`config.mk`:
```
export PLATFORM = sky130hd
export DESIGN_NAME = vga_sync_gen
export DESIGN_NICKNAME = d
export VERILOG_FILES = /design/src/rtl/vga_pkg.sv /design/src/rtl/vga_sync_gen_pix_tick_gen.sv /design/src/rtl/vga_sync_gen.sv
export SDC_FILE = /design/constraint.sdc
export NUM_CORES = 1
export LEC_CHECK = 0
export ABC_AREA = 0
export CORE_UTILIZATION = 48
export CTS_BUF_LIST = sky130_fd_sc_hd__clkbuf_8 sky130_fd_sc_hd__clkbuf_16
export DETAILED_ROUTE_END_ITERATION = 10
export PLACE_DENSITY_LB_ADDON = 0.15
export SETUP_SLACK_MARGIN = 0.15
export SYNTH_ARGS = -nofsm -noshare
export SYNTH_HDL_FRONTEND = slang
export SYNTH_HIERARCHICAL = 1
export SYNTH_SLANG_ARGS = --single-unit
```
`constraint.sdc`:
```
create_clock -name clk -period 1.7 [get_ports clk]
set_clock_uncertainty 0.2 [all_clocks]
set_input_delay 0.17 -clock clk [delete_from_list [all_inputs] [get_ports clk]]
set_output_delay 0.17 -clock clk [all_outputs]
set_load 0.01 [all_outputs]
```
`src/rtl/vga_pkg.sv`:
```
// Shared VGA 640x480@60 timing defaults and coordinate width for the sync generator.
package vga_pkg;
   localparam int   VGA_H_ACTIVE = 640;
   localparam int   VGA_H_FP     = 16;
   localparam int   VGA_H_SYNC   = 96;
   localparam int   VGA_H_BP     = 48;
   localparam int   VGA_V_ACTIVE = 480;
   localparam int   VGA_V_FP     = 10;
   localparam int   VGA_V_SYNC   = 2;
   localparam int   VGA_V_BP     = 33;
   localparam int   VGA_H_TOTAL  = VGA_H_ACTIVE + VGA_H_FP + VGA_H_SYNC + VGA_H_BP;
   localparam int   VGA_V_TOTAL  = VGA_V_ACTIVE + VGA_V_FP + VGA_V_SYNC + VGA_V_BP;
   localparam int   COORD_W      = 10;
   localparam logic VGA_SYNC_POL = 1'b0;
endpackage

```
`src/rtl/vga_sync_gen_pix_tick_gen.sv`:
```
// Turns the divided 25 MHz clock, sampled as data on clk, into a one-clk pixel tick.
module pix_tick_gen (
   input  logic clk,
   input  logic rst,
   input  logic clk_25M,
   output logic pix_tick
);
   logic clk_25M_d, clk_25M_q;

   always_comb clk_25M_d = clk_25M;

   always_ff @(posedge clk or negedge rst) begin
      if (!rst) clk_25M_q <= 1'b0;
      else      clk_25M_q <= clk_25M_d;
   end

   // gated by rst so no tick escapes while the block is held in reset
   assign pix_tick = rst & clk_25M & ~clk_25M_q;
endmodule

```
`src/rtl/vga_sync_gen.sv`:
```
// VGA sync generator: h/v counters advanced on pix_tick, decode registered one pixel late.
import vga_pkg::*;

module vga_sync_gen #(
   parameter int   H_ACTIVE = VGA_H_ACTIVE,
   parameter int   H_FP     = VGA_H_FP,
   parameter int   H_SYNC   = VGA_H_SYNC,
   parameter int   H_BP     = VGA_H_BP,
   parameter int   V_ACTIVE = VGA_V_ACTIVE,
   parameter int   V_FP     = VGA_V_FP,
   parameter int   V_SYNC   = VGA_V_SYNC,
   parameter int   V_BP     = VGA_V_BP,
   parameter logic SYNC_POL = VGA_SYNC_POL
) (
   input  logic               clk,
   input  logic               rst,
   input  logic               clk_25M,
   output logic               pix_tick,
   output logic               hsync,
   output logic               vsync,
   output logic               video_on,
   output logic [COORD_W-1:0] x,
   output logic [COORD_W-1:0] y,
   output logic               frame_start
);
   localparam int H_TOTAL = H_ACTIVE + H_FP + H_SYNC + H_BP;
   localparam int V_TOTAL = V_ACTIVE + V_FP + V_SYNC + V_BP;
   localparam logic [COORD_W-1:0] H_LAST   = COORD_W'(H_TOTAL - 1);
   localparam logic [COORD_W-1:0] V_LAST   = COORD_W'(V_TOTAL - 1);
   localparam logic [COORD_W-1:0] H_ACT    = COORD_W'(H_ACTIVE);
   localparam logic [COORD_W-1:0] V_ACT    = COORD_W'(V_ACTIVE);
   localparam logic [COORD_W-1:0] HS_START = COORD_W'(H_ACTIVE + H_FP);
   localparam logic [COORD_W-1:0] HS_END   = COORD_W'(H_ACTIVE + H_FP + H_SYNC);
   localparam logic [COORD_W-1:0] VS_START = COORD_W'(V_ACTIVE + V_FP);
   localparam logic [COORD_W-1:0] VS_END   = COORD_W'(V_ACTIVE + V_FP + V_SYNC);

   logic [COORD_W-1:0] h_cnt_d, h_cnt_q, v_cnt_d, v_cnt_q;
   logic [COORD_W-1:0] x_d, x_q, y_d, y_q;
   logic hsync_d, hsync_q, vsync_d, vsync_q;
   logic video_on_d, video_on_q, frame_start_d, frame_start_q;
   logic vis;

   pix_tick_gen u_pix_tick_gen (
      .clk      (clk),
      .rst      (rst),
      .clk_25M  (clk_25M),
      .pix_tick (pix_tick)
   );

   always_comb begin
      h_cnt_d       = h_cnt_q;
      v_cnt_d       = v_cnt_q;
      hsync_d       = hsync_q;
      vsync_d       = vsync_q;
      video_on_d    = video_on_q;
      frame_start_d = frame_start_q;
      x_d           = x_q;
      y_d           = y_q;
      vis           = (h_cnt_q < H_ACT) && (v_cnt_q < V_ACT);
      if (pix_tick) begin
         h_cnt_d = (h_cnt_q == H_LAST) ? '0 : h_cnt_q + 1'b1;
         if (h_cnt_q == H_LAST)
            v_cnt_d = (v_cnt_q == V_LAST) ? '0 : v_cnt_q + 1'b1;
         // decode the pre-tick position so every output lags the counters by one pixel
         hsync_d       = (h_cnt_q >= HS_START && h_cnt_q < HS_END) ? SYNC_POL : ~SYNC_POL;
         vsync_d       = (v_cnt_q >= VS_START && v_cnt_q < VS_END) ? SYNC_POL : ~SYNC_POL;
         video_on_d    = vis;
         frame_start_d = (h_cnt_q == '0) && (v_cnt_q == '0);
         x_d           = vis ? h_cnt_q : '0;
         y_d           = vis ? v_cnt_q : '0;
      end
   end

   always_ff @(posedge clk or negedge rst) begin
      if (!rst) begin
         h_cnt_q       <= '0;
         v_cnt_q       <= '0;
         hsync_q       <= ~SYNC_POL;
         vsync_q       <= ~SYNC_POL;
         video_on_q    <= 1'b0;
         frame_start_q <= 1'b0;
         x_q           <= '0;
         y_q           <= '0;
      end else begin
         h_cnt_q       <= h_cnt_d;
         v_cnt_q       <= v_cnt_d;
         hsync_q       <= hsync_d;
         vsync_q       <= vsync_d;
         video_on_q    <= video_on_d;
         frame_start_q <= frame_start_d;
         x_q           <= x_d;
         y_q           <= y_d;
      end
   end

   assign hsync       = hsync_q;
   assign vsync       = vsync_q;
   assign video_on    = video_on_q;
   assign frame_start = frame_start_q;
   assign x           = x_q;
   assign y           = y_q;
endmodule

```
==> results of run 1 <==
## state kept, by name (all words and copies together) (netlist names)
name                      count
frame_start                   1
h_cnt_q                      10
hsync                         1
u_pix_tick_gen/clk_25M_q      1
v_cnt_q                      10
video_on                      1
vsync                         1
x                            10
y                            10
## how the worst max path moves through the flow
stage          slack [ns]                               start  depth (start not counted)                endpoint
5_1_grt             -0.14  u_pix_tick_gen/clk_25M_q$_DFF_PN0_                          6  h_cnt_q[9]$_DFFE_PN0P_
2_1_floorplan       -0.08  u_pix_tick_gen/clk_25M_q$_DFF_PN0_                          6  h_cnt_q[9]$_DFFE_PN0P_
6_report            -0.08  u_pix_tick_gen/clk_25M_q$_DFF_PN0_                          6  h_cnt_q[9]$_DFFE_PN0P_
3_3_place_gp        -0.26                             clk_25M                          6  h_cnt_q[9]$_DFFE_PN0P_
3_5_place_dp        -0.29                             clk_25M                          6  v_cnt_q[3]$_DFFE_PN0P_
4_1_cts             -0.04  u_pix_tick_gen/clk_25M_q$_DFF_PN0_                          6  h_cnt_q[9]$_DFFE_PN0P_
## power breakdown
part	internal, mW	total, mW	switching [mW]
clock network	0.300	0.706	0.406
registers	1.17	1.24	0.0765
logic	0.389	0.759	0.371
## cells in the final DEF, fill, tap and decap left out, types with 10 or more instances in the layout
| cell type | netlist | layout |
|---|---|---|
| dlygate4sd2_1 | 0 | 24 |
| dfrtp_1 | 43 | 38 |
| a22o_1 | 19 | 19 |
| o21ai_1 | 6 | 10 |
| buf_4 | 1 | 40 |
| nand2_1 | 10 | 10 |
| buf_6 | 1 | 13 |
## stage by stage
step	setup slack (ns)	instance area, um^2
6_report	-0.0779	3100
5_1_grt	-0.136	3100
4_1_cts	-0.0439	2870
3_5_place_dp	-0.293	2610
3_3_place_gp	-0.257	2610
2_1_floorplan	-0.0810	2070
## metal layers
| metal | up-vias | routed length (um) | GRT usage | share of wire |
|---|---|---|---|---|
| li1 | 844 | - | - | - |
| met4 | 0 | 85 | 0.0771 | 0.015 |
| met2 | 57 | 2890 | 0.445 | 0.50 |
| met3 | 8 | 239 | 0.0557 | 0.041 |
| met5 | - | 0 | 0 | 0 |
| met1 | 912 | 2550 | 0.344 | 0.44 |
## cells by family (layout without fill, tap and decap cells)
| family | after synthesis | after routing | synth area share |
|---|---|---|---|
| and+or+nand+nor | 61 | 62 | 0.181 |
| xor gates and xnor gates | 7 | 7 | 0.0300 |
| AOI/OAI and AO/OA | 47 | 47 | 0.159 |
| muxes | 1 | 1 | 0.00490 |
| DFF | 45 | 45 | 0.552 |
| buffers and inverters | 21 | 98 | 0.0478 |
| adders and majority gates | 4 | 4 | 0.0245 |
## final cells by class
type,count,area share
Sequential cell,45,0.367
Multi-Input combinational cell,121,0.346
Timing Repair Buffer,81,0.225
Clock buffer,5,0.0222
Tap cell,50,0.0202
Inverter,9,0.0117
Clock inverter,3,0.00808
## timing repair
action | 4_1_cts | 5_1_grt
resized for setup | 61 | 42
setup buffers | 5 | 9
endpoints found under the hold margin | 43 | 0
setup endpoints to repair | 63 | 40
pin swaps | 13 | 20
gates cloned | 2 | 0
hold buffers | 1 | 0
==> run metrics, run 1 <==
status=finished with violations; failing checks=setup timing; clock transition at the registers of the reported paths=0.09 ns; global-route usage over all layers=0.266; count of cell types in the netlist=40; Layout fillers=270; Placed Instances=289; Hold Path Depth=1; Largest stage delay, worst path=0.51 ns; worst vdd ir=0.000547 V; Most used DFF post-synth=dfrtp_1; H-tree levels=2; sequential share of the synthesized area=0.552; Worst-Skew Late Latency=0.31 ns; initial antenna violation count=0; final critical-path setup slack=-0.0779 ns; cell family with most CP delay=simple AND/OR/NAND/NOR gates; WL final=5.77 mm; Final ANT Viol Nets=0; io pins=28; Pins Over Slew Limit=0; Least-Margin Pin Slew=0.579 ns; root buffer cell=clkbuf_8; R2R Setup Slk=-0.08 ns; worst min path class=in2reg; hold violation count in the final report=0; die span in y=67.2 um; Post-route DRC=0; most frequent cell after synthesis=dfrtp_1; worst path arrival time=1.78 ns; Cell Rows=23; synthesized area=0.00204 mm^2; Hold Path Sink=u_pix_tick_gen/clk_25M_q$_DFF_PN0_; EDFF count, synth=0; top cells by count, synth=dfrtp_1 (43), a22o_1 (19), nand3_1 (11); Fin Hold WS=0.128 ns; Die Width=67.2 um; drt pass-1 iters=4; max-cap violation count=0; Layout Cells excl Fill=314; GPL Wtd Cong=0.878; Syn Nets=193; final cycle utilization of the critical path=1.05; CTS sink cnt=45; Vias=1821; CP Capture Type=register; setup violators final=24; synth top area cells=dfrtp_1 (53%), a22o_1 (8.1%), nand3_1 (2.7%); Yosys reg bits=45; TritonCTS clock tree=built; P&R area growth vs syn=51.5%; fin nets=270; multi-input gate area in the final layout=0.00107 mm^2; crit path buf inv count=2; dpl hpwl=3.60 mm; Synth warnings=6; unrepaired setup endpoints after global routing=true; vias in the first global route=1738; CTS buffer count=5; layout cell share with drive strength beyond 1=0.443; final core occ=0.763; Final Total Pwr=2.71 mW; die area=0.00452 mm^2; first-pass GRT wire length=8.58 mm; Port Buffers=27; worst-path cell chain=and3b_2, buf_6, inv_4, or4b_4, xor2_1, nor2_1; crit path launch type=register; pwr dens=875 mW/mm^2; setup TNS=-0.489 ns; FMAX=562 MHz; Core Area=0.00406 mm^2; Tmin final=1.78 ns; syn avg cell area=11.0 um^2; Overflow after GRT=0; initial DRC count=104; Reg2Reg Capture Point=h_cnt_q[9]$_DFFE_PN0P_; top-area cell type share of the netlist area=0.527; Syn Inst Count=186; crit-path max FO=4; Yosys top cell by area=dfrtp_1; routed wire length per instance=18.4 um; Slowest cell on crit path=or4b_4; clk buf depth=2; Worst Path Class, Setup=reg2reg; area occupied by registers=0.00113 mm^2; Worst EP required=1.70 ns; antenna cells=0; ys async rst share=1.00; Hold Crit Start=clk_25M; Initial Utilization=0.504; Worst slew margin=0.614; reg-to-reg startpoint=u_pix_tick_gen/clk_25M_q$_DFF_PN0_; DR vias/cell=5.80; largest net degree at the start of global routing=46; Pleak=1.45 nW; FF-to-FF path depth=6
Note: power is estimated with default switching activity, not from simulation.
==> run 2, diff against run 1 <==
CTS_CLUSTER_DIAMETER = 50   (was unset)
==> results of run 2 <==
Same layout as run 1: the final DEF is identical, and so are final timing and power.
